### src/rtl/send_reg_axis_pkg.sv
// Shared types and constants for the send_reg_axis serial LED driver.
package send_reg_axis_pkg;

  // Serialiser phases: waiting for a word, o_clk low half, o_clk high half.
  typedef enum logic [1:0] {
    IDLE = 2'd0,
    LOW  = 2'd1,
    HIGH = 2'd2
  } state_e;

  localparam int DATA_W_DEF  = 32;
  localparam int CLK_DIV_DEF = 4;

  // Bits needed to count 0 .. n-1, never less than one bit.
  function automatic int cnt_w(input int n);
    return (n <= 1) ? 1 : $clog2(n);
  endfunction

endpackage

### src/rtl/send_reg_axis_tick.sv
// Half-period timer: while enabled, pulses tick on the last of every
// CLK_DIV cycles. Held cleared while disabled so each phase starts fresh.
module send_reg_axis_tick
  import send_reg_axis_pkg::*;
#(
  parameter int CLK_DIV = CLK_DIV_DEF
) (
  input  logic clk,
  input  logic rst_n,
  input  logic en,
  output logic tick
);

  localparam int                CW   = cnt_w(CLK_DIV);
  localparam logic [CW-1:0]     LAST = CW'(CLK_DIV - 1);

  logic [CW-1:0] cnt;

  assign tick = en && (cnt == LAST);

  // Count cycles inside the current half-period; wrap on tick.
  always_ff @(posedge clk) begin
    // NOTE: sequential state uses <= so every flop samples pre-edge values.
    if (!rst_n || !en) begin
      cnt <= '0;
    end else if (tick) begin
      cnt <= '0;
    end else begin
      cnt <= cnt + CW'(1);
    end
  end

endmodule

### src/rtl/send_reg_axis.sv
// AXI-Stream slave that serialises each accepted DATA_W-bit word onto an
// APA102-style two-wire link (o_clk / o_data). One word in flight at a time.
// Build option: define SEND_REG_AXIS_LSB_FIRST_EN to shift bit 0 first;
// default is MSB first. Timing and handshake are the same either way.
module send_reg_axis
  import send_reg_axis_pkg::*;
#(
  parameter int DATA_W  = DATA_W_DEF,
  parameter int CLK_DIV = CLK_DIV_DEF
) (
  input  logic              axis_aclk,
  input  logic              axis_reset,
  input  logic [DATA_W-1:0] s_axis_data,
  input  logic              s_axis_valid,
  output logic              s_axis_ready,
  output logic              o_clk,
  output logic              o_data
);

  localparam int            BW       = cnt_w(DATA_W);
  localparam logic [BW-1:0] LAST_BIT = BW'(DATA_W - 1);

  state_e            state, state_d;
  logic [DATA_W-1:0] shift, shift_d;
  logic [BW-1:0]     bit_cnt, bit_cnt_d;
  logic              o_clk_d, o_data_d, ready_d;
  logic              tick;

  // Bit that goes on the wire next for a given shift-register value.
  function automatic logic head_bit(input logic [DATA_W-1:0] v);
`ifdef SEND_REG_AXIS_LSB_FIRST_EN
    return v[0];
`else
    return v[DATA_W-1];
`endif
  endfunction

  // Drop the bit just sent so the next one becomes the head.
  function automatic logic [DATA_W-1:0] advance(input logic [DATA_W-1:0] v);
`ifdef SEND_REG_AXIS_LSB_FIRST_EN
    return v >> 1;
`else
    return v << 1;
`endif
  endfunction

  send_reg_axis_tick #(
    .CLK_DIV (CLK_DIV)
  ) u_tick (
    .clk   (axis_aclk),
    .rst_n (axis_reset),
    .en    (state != IDLE),
    .tick  (tick)
  );

  // Next-state and next-output decode; all outputs are registered below.
  always_comb begin
    // NOTE: every target gets a default first so no path infers a latch.
    state_d   = state;
    shift_d   = shift;
    bit_cnt_d = bit_cnt;
    o_clk_d   = o_clk;
    o_data_d  = o_data;
    ready_d   = s_axis_ready;

    unique case (state)
      IDLE: begin
        o_clk_d = 1'b0;
        ready_d = 1'b1;
        if (s_axis_valid && s_axis_ready) begin
          shift_d   = s_axis_data;
          bit_cnt_d = '0;
          o_data_d  = head_bit(s_axis_data);
          ready_d   = 1'b0;
          state_d   = LOW;
        end
      end
      LOW: begin
        if (tick) begin
          o_clk_d = 1'b1;
          state_d = HIGH;
        end
      end
      HIGH: begin
        if (tick) begin
          o_clk_d = 1'b0;
          if (bit_cnt == LAST_BIT) begin
            ready_d = 1'b1;
            state_d = IDLE;
          end else begin
            shift_d   = advance(shift);
            bit_cnt_d = bit_cnt + BW'(1);
            o_data_d  = head_bit(advance(shift));
            state_d   = LOW;
          end
        end
      end
      default: begin
        state_d = IDLE;
      end
    endcase
  end

  // State and output registers with synchronous active-low reset.
  always_ff @(posedge axis_aclk) begin
    if (!axis_reset) begin
      // NOTE: the shift register is cleared too, so an aborted word leaves no residue.
      state        <= IDLE;
      shift        <= '0;
      bit_cnt      <= '0;
      o_clk        <= 1'b0;
      o_data       <= 1'b0;
      s_axis_ready <= 1'b0;
    end else begin
      state        <= state_d;
      shift        <= shift_d;
      bit_cnt      <= bit_cnt_d;
      o_clk        <= o_clk_d;
      o_data       <= o_data_d;
      s_axis_ready <= ready_d;
    end
  end

endmodule

### config.mk
export PLATFORM = sky130hd
export DESIGN_NAME = send_reg_axis
export DESIGN_NICKNAME = d
export VERILOG_FILES = /design/src/rtl/send_reg_axis_pkg.sv /design/src/rtl/send_reg_axis_tick.sv /design/src/rtl/send_reg_axis.sv
export SDC_FILE = /design/constraint.sdc
export NUM_CORES = 1
export LEC_CHECK = 0
export BUFFER_PORTS_ARGS = -buffer_cell sky130_fd_sc_hd__buf_2
export CORE_MARGIN = 2
export CORE_UTILIZATION = 55
export DETAILED_ROUTE_END_ITERATION = 6
export HOLD_SLACK_MARGIN = 0.08
export PLACE_DENSITY = 0.84
export SLEW_MARGIN = 20
export SYNTH_ARGS = -nofsm -noshare
export SYNTH_HDL_FRONTEND = slang
export SYNTH_SLANG_ARGS = --single-unit
### constraint.sdc
create_clock -name axis_aclk -period 4.04 [get_ports axis_aclk]
set_input_delay 0.808 -clock axis_aclk [delete_from_list [all_inputs] [get_ports axis_aclk]]
set_output_delay 0.808 -clock axis_aclk [all_outputs]
set_load 0.01 [all_outputs]
# Word level (Yosys, flattened, before mapping)
# Index checks and enable logic that the tools add are counted.
# classes
add_sub_neg	2
multipliers	0
n_div	0
magnitude_cmp	0
eq_ne	9
n_shift	0
n_mux	24
bitwise_logic	0
n_reduce_logical	14
# ops
cell	count
31-bit two-way mux	3
31-bit case mux with 2 select lines	1
5-bit two-way mux	3
2-bit inequality test, second input constant	5
5-bit case mux with 2 select lines	1
1-bit two-way mux	9
3-bit AND reduction	3
2-bit two-way mux	3
2-bit case mux with 3 select lines	1
5-bit by 1-bit adder with 5-bit output, second input constant	1
5-bit == test, second input constant	1
2-bit == test, second input constant	2
1-bit case mux with 2 select lines	2
4-bit AND reduction	1
2-bit nonzero test	2
1-bit case mux with 3 select lines	1
3-bit nonzero test	1
2-bit by 1-bit adder with 2-bit output, second input constant	1
2-bit by 1-bit == test with 1-bit output, second input constant	1
1-bit logical AND	2
1-bit zero test	2
2-bit zero test	1
2-bit OR reduction	1
1-bit logical OR	1
# word_totals
reg_bits	43
latch_bits	0
ramBits	0
mem_bits_ro	0
input_bits	35
output_inout_bits	3
elab_cells	56
memories	0

# Longest topological paths before layout
# logic_depth
ltp_word	4
depth_mapped	8
ltp_nobuf	6

# Hierarchy
# A second synthesis with hierarchy kept.
# unflattened
cells_unflattened	204
hier_area_um2	2379.8
# modules_own_cells
mod	instances	cells_each	area_each_um2	seq_area_each_um2
send_reg_axis	1	198	2296.0	820.8
send_reg_axis_tick	1	6	83.8	40.0

# Least setup slack after synthesis
# OpenSTA, ideal clock, no wires.
# synth_timing
kind	reg-to-reg
start	register bit_cnt[0]
end	register shift[10]
setup_ns	0.138
arrival_time_ns	1.676
required_ns	3.902
setup_slack_ns	2.227
stages_incl_launch_ff	9
n_path_buf	2
synth_period_minus_slack_ns	1.813
path_cell_list	dfxtp_1 > ha_1 > and3_1 > ha_1 > nand4bb_1 > buf_2 > nand2_1 > clkbuf_1 > a211oi_1
# synth_between
elab_chain_len	3
# synth_lines
element	line_no	text
start: declaration	send_reg_axis.sv:25	logic [BW-1:0] bit_cnt, bit_cnt_d;
start signal: assignment	send_reg_axis.sv:117	bit_cnt <= bit_cnt_d;
5-bit == test	send_reg_axis.sv:87	if (bit_cnt == LAST_BIT) begin
2-bit inequality test (no source line)	n/a	
4-bit AND reduction (no source line)	n/a	
end signal: assignment	send_reg_axis.sv:116	shift <= shift_d;
end: declaration	send_reg_axis.sv:24	logic [DATA_W-1:0] shift, shift_d;
# Every way passes these cells.
# A chain may end at the register's enable or synchronous reset.

# Worst setup path in the final report
# layout_timing
start	register bit_cnt[0]
end	register shift[19]
# The elaborated chain is that of the path after synthesis.

==> results by group <==
Layout
  – Layout Nets: 266
  – Fill cell count: 328
  – Area grow syn2layout: 10.01%
  – Inserted Diodes: 0
  – Commonest non-fill, non-tap cells in the layout: 43 x dfxtp_1, 37 x buf_2, 31 x mux2i_1, 31 x nor3_1, 28 x a211oi_1
  – Most common cell after layout, fill and taps aside: dfxtp_1
  – Proportion of layout cells with a drive suffix above 1: 23.58%

Pwr
  – Leakage power: 1.069 nW
  – P per Cell Area: 402.2 mW/mm²
  – VDD IR max: 0.2775 mV

Clocking
  – CTS buffer count: 5
  – CTS Hold Buffers Added: 0
  – Clk slew on worst S/H paths: 80 ps
  – CTS tree: yes
  – H-tree Lvls: 2
  – Total clock sinks: 43
  – Post-CTS Setup Bufs: 0
  – Worst skew pair latency: 310 ps
  – Post-cts sizing count: 0
  – CTS root buf: clkbuf_8
  – Worst-case clock buffer depth: 2

Synth
  – Area leader, netlist: dfxtp_1
  – Yosys warns: 0
  – Distinct cell type count after synthesis: 34
  – Share of the synthesized area in the top cell type: 41.75%
  – Syn Nets: 243
  – Cells after Synth: 205
  – Synth top area cells: dfxtp_1 42%, mux2i_1 15%, a211oi_1 10%
  – Seq cells post-synth: 43
  – Syn Area/Cell: 10.06 µm²
  – Post-Syn Area: 0.002062 mm²
  – Sequential element share of the synthesized area: 41.75%

Route
  – Drt drc: 0
  – 1st-iter DRT viols: 114
  – Post-Route WL: 3.955 mm
  – Routed Antenna Nets: 0
  – Vias per inst: 5.733
  – Via count: 1588
  – Pre-Repair DR Iteration Count: 4
  – WL/cell: 14.28 µm

Job
  – MaxCap Viol Count: 0

Global routing
  – Vias in the first global route: 1506
  – Initial antenna violation count: 0
  – GRT Residual Overflow: 0
  – GRT Util Overall: 20.24%
  – First-pass GRT wire length: 6.727 mm
  – Largest net degree at the start of global routing: 35

Worst setup path
  – Startpoint Class: register
  – Critical path endpoint category: register
  – CP max stage cell: nand2_1
  – Crit path kind: reg -> reg
  – Crit path cell chain: ha_1 > and3_1 > ha_1 > nand4bb_1 > nand2_1 > a211oi_1
  – CP max FO: 31
  – Crit-path max cell delay: 900 ps
  – Critical path arrival: 2690 ps
  – Required @ worst endpoint: 4180 ps
  – Most frequent CP cell: ha_1

Timing
  – Hold slack final: 439.8 ps
  – Final Hold Viols: 0
  – RSZ-0062 raised after global routing: false
  – Endpoints failing setup: 0
  – Min Tclk post-route: 2557 ps
  – Final Max Slew Viols: 0
  – Max_slew headroom: 28.58%
  – Clock skew: 4.017 ps
  – Slew @ Worst Pin: 1069 ps
  – Tcrit/Tclk final: 63.28%
  – Max Freq: 391.1 MHz
  – TNS Setup: 0 ps

Placed design
  – PortBufs: 37
  – DP HPWL: 2.381 mm
  – RePlAce Congestion: 0.8247

Die
  – Starting density of the core: 56.75%
  – DIE HEIGHT: 65.23 µm
  – Core area: 0.003633 mm²
  – FP Rows: 22
  – Die area: 0.004255 mm²
  – Die width: 65.23 µm
  – Io pins: 38

Outcome
  – Status: complete, no violations

Hold path
  – Hold Path Class: reg -> reg
## cell usage after synthesis, drive strengths merged
library cell and count:
and3 2, nand4b 3, nand2b 3, nand3b 1
nand2 3, mux2i 31, inv 2, clkbuf 5
and4bb 2, ha 3, buf 18, a31oi 1
nor3 31, nor4b 1, o211a 1, nor4 2
o21ai 2, a31o 1, dfxtp 43, nor2b 1
a211oi 31, o22ai 1, nand4bb 2, a2bb2oi 1
a21oi 7, nor2 1, or3b 1, nand3 5
## where the power goes
| part | leakage (nW) | internal (W) | total, W | switching [W] |
|---|---|---|---|---|
| clock | 0.0581 | 0.000184 | 0.000341 | 0.000157 |
| combinational | 0.659 | 0.0000513 | 0.000104 | 0.0000523 |
| sequential | 0.352 | 0.000452 | 0.000468 | 0.0000158 |
| total | 1.07 | 0.000687 | 0.000912 | 0.000225 |
## cell families (layout without fill, tap and decap cells)
group | Yosys count | count (layout) | share of synthesized area (%)
AO/OA/AOI/OAI | 45 | 45 | 16.14
adder cells (fa/ha/maj) | 3 | 3 | 1.821
buffers and inverters | 25 | 49 | 8.435
flip-flops | 43 | 43 | 41.75
multiplexers | 31 | 31 | 15.05
AND/OR/NAND/NOR | 58 | 58 | 16.81
## critical path: cells and delay by family (launching register included)
kind                     cells  cell delay (ps)
adder cells (fa/ha/maj)      2              410
flip-flops                   1              340
AO/OA/AOI/OAI                1              180
AND/OR/NAND/NOR              3             1450
## cell type report
class / count / area (µm²) / area share [%]
Clock inverter: 3 / 43.79 / 1.930
Inverter: 2 / 7.507 / 0.3309
Tap cell: 48 / 60.06 / 2.648
Clock buffer: 5 / 68.82 / 3.034
Multi-Input combinational cell: 137 / 1027 / 45.28
Timing Repair Buffer: 39 / 200.2 / 8.825
Sequential cell: 43 / 860.8 / 37.95
## routing by layer
metal / track usage (%) / vias to the layer above / wire length (µm) / share of wire [%]
met2: 32.53 / 33 / 1786 / 45
met1: 25.97 / 738 / 1922 / 49
met3: 6.849 / 3 / 212 / 5.4
met4: 5.469 / 0 / 33 / 0.83
met5: 0 / - / 0 / 0
li1: - / 814 / - / -
## path summary, 6_finish.rpt
path	startpoint	endpoint	slack (ps)	depth (start not counted)
hold reg to reg	u_tick.cnt[0]$_SDFF_PP0_	u_tick.cnt[0]$_SDFF_PP0_	440	1
setup reg to reg	bit_cnt[0]$_SDFFE_PN0P_	shift[19]$_SDFFE_PN0P_	1480	6
setup / recovery	bit_cnt[0]$_SDFFE_PN0P_	shift[19]$_SDFFE_PN0P_	1480	6
hold / removal	u_tick.cnt[0]$_SDFF_PP0_	u_tick.cnt[0]$_SDFF_PP0_	440	1
## registers in the layout (all words and copies together), names as in the netlist
name and flops:
shift 31, bit_cnt 5, state 2, u_tick.cnt 2
o_clk 1, o_data 1, s_axis_ready 1
## through the flow
stage | instance area [µm²] | power [W] | std cells | util (%) | setup slack [ps]
after floorplan | 2062 | 0.0005544 | 205 | - | 2227
after global placement | 2156 | 0.0005786 | 269 | 59.33 | 1540
after detailed placement | 2156 | 0.0005811 | 269 | 59.33 | 1510
after CTS | 2268 | 0.0009206 | 277 | 62.43 | 1482
after global routing | 2268 | 0.0009541 | 277 | 62.43 | 1280
final | 2268 | 0.0009123 | 277 | 62.43 | 1483
No activity file was read; power rests on OpenSTA's default activity.
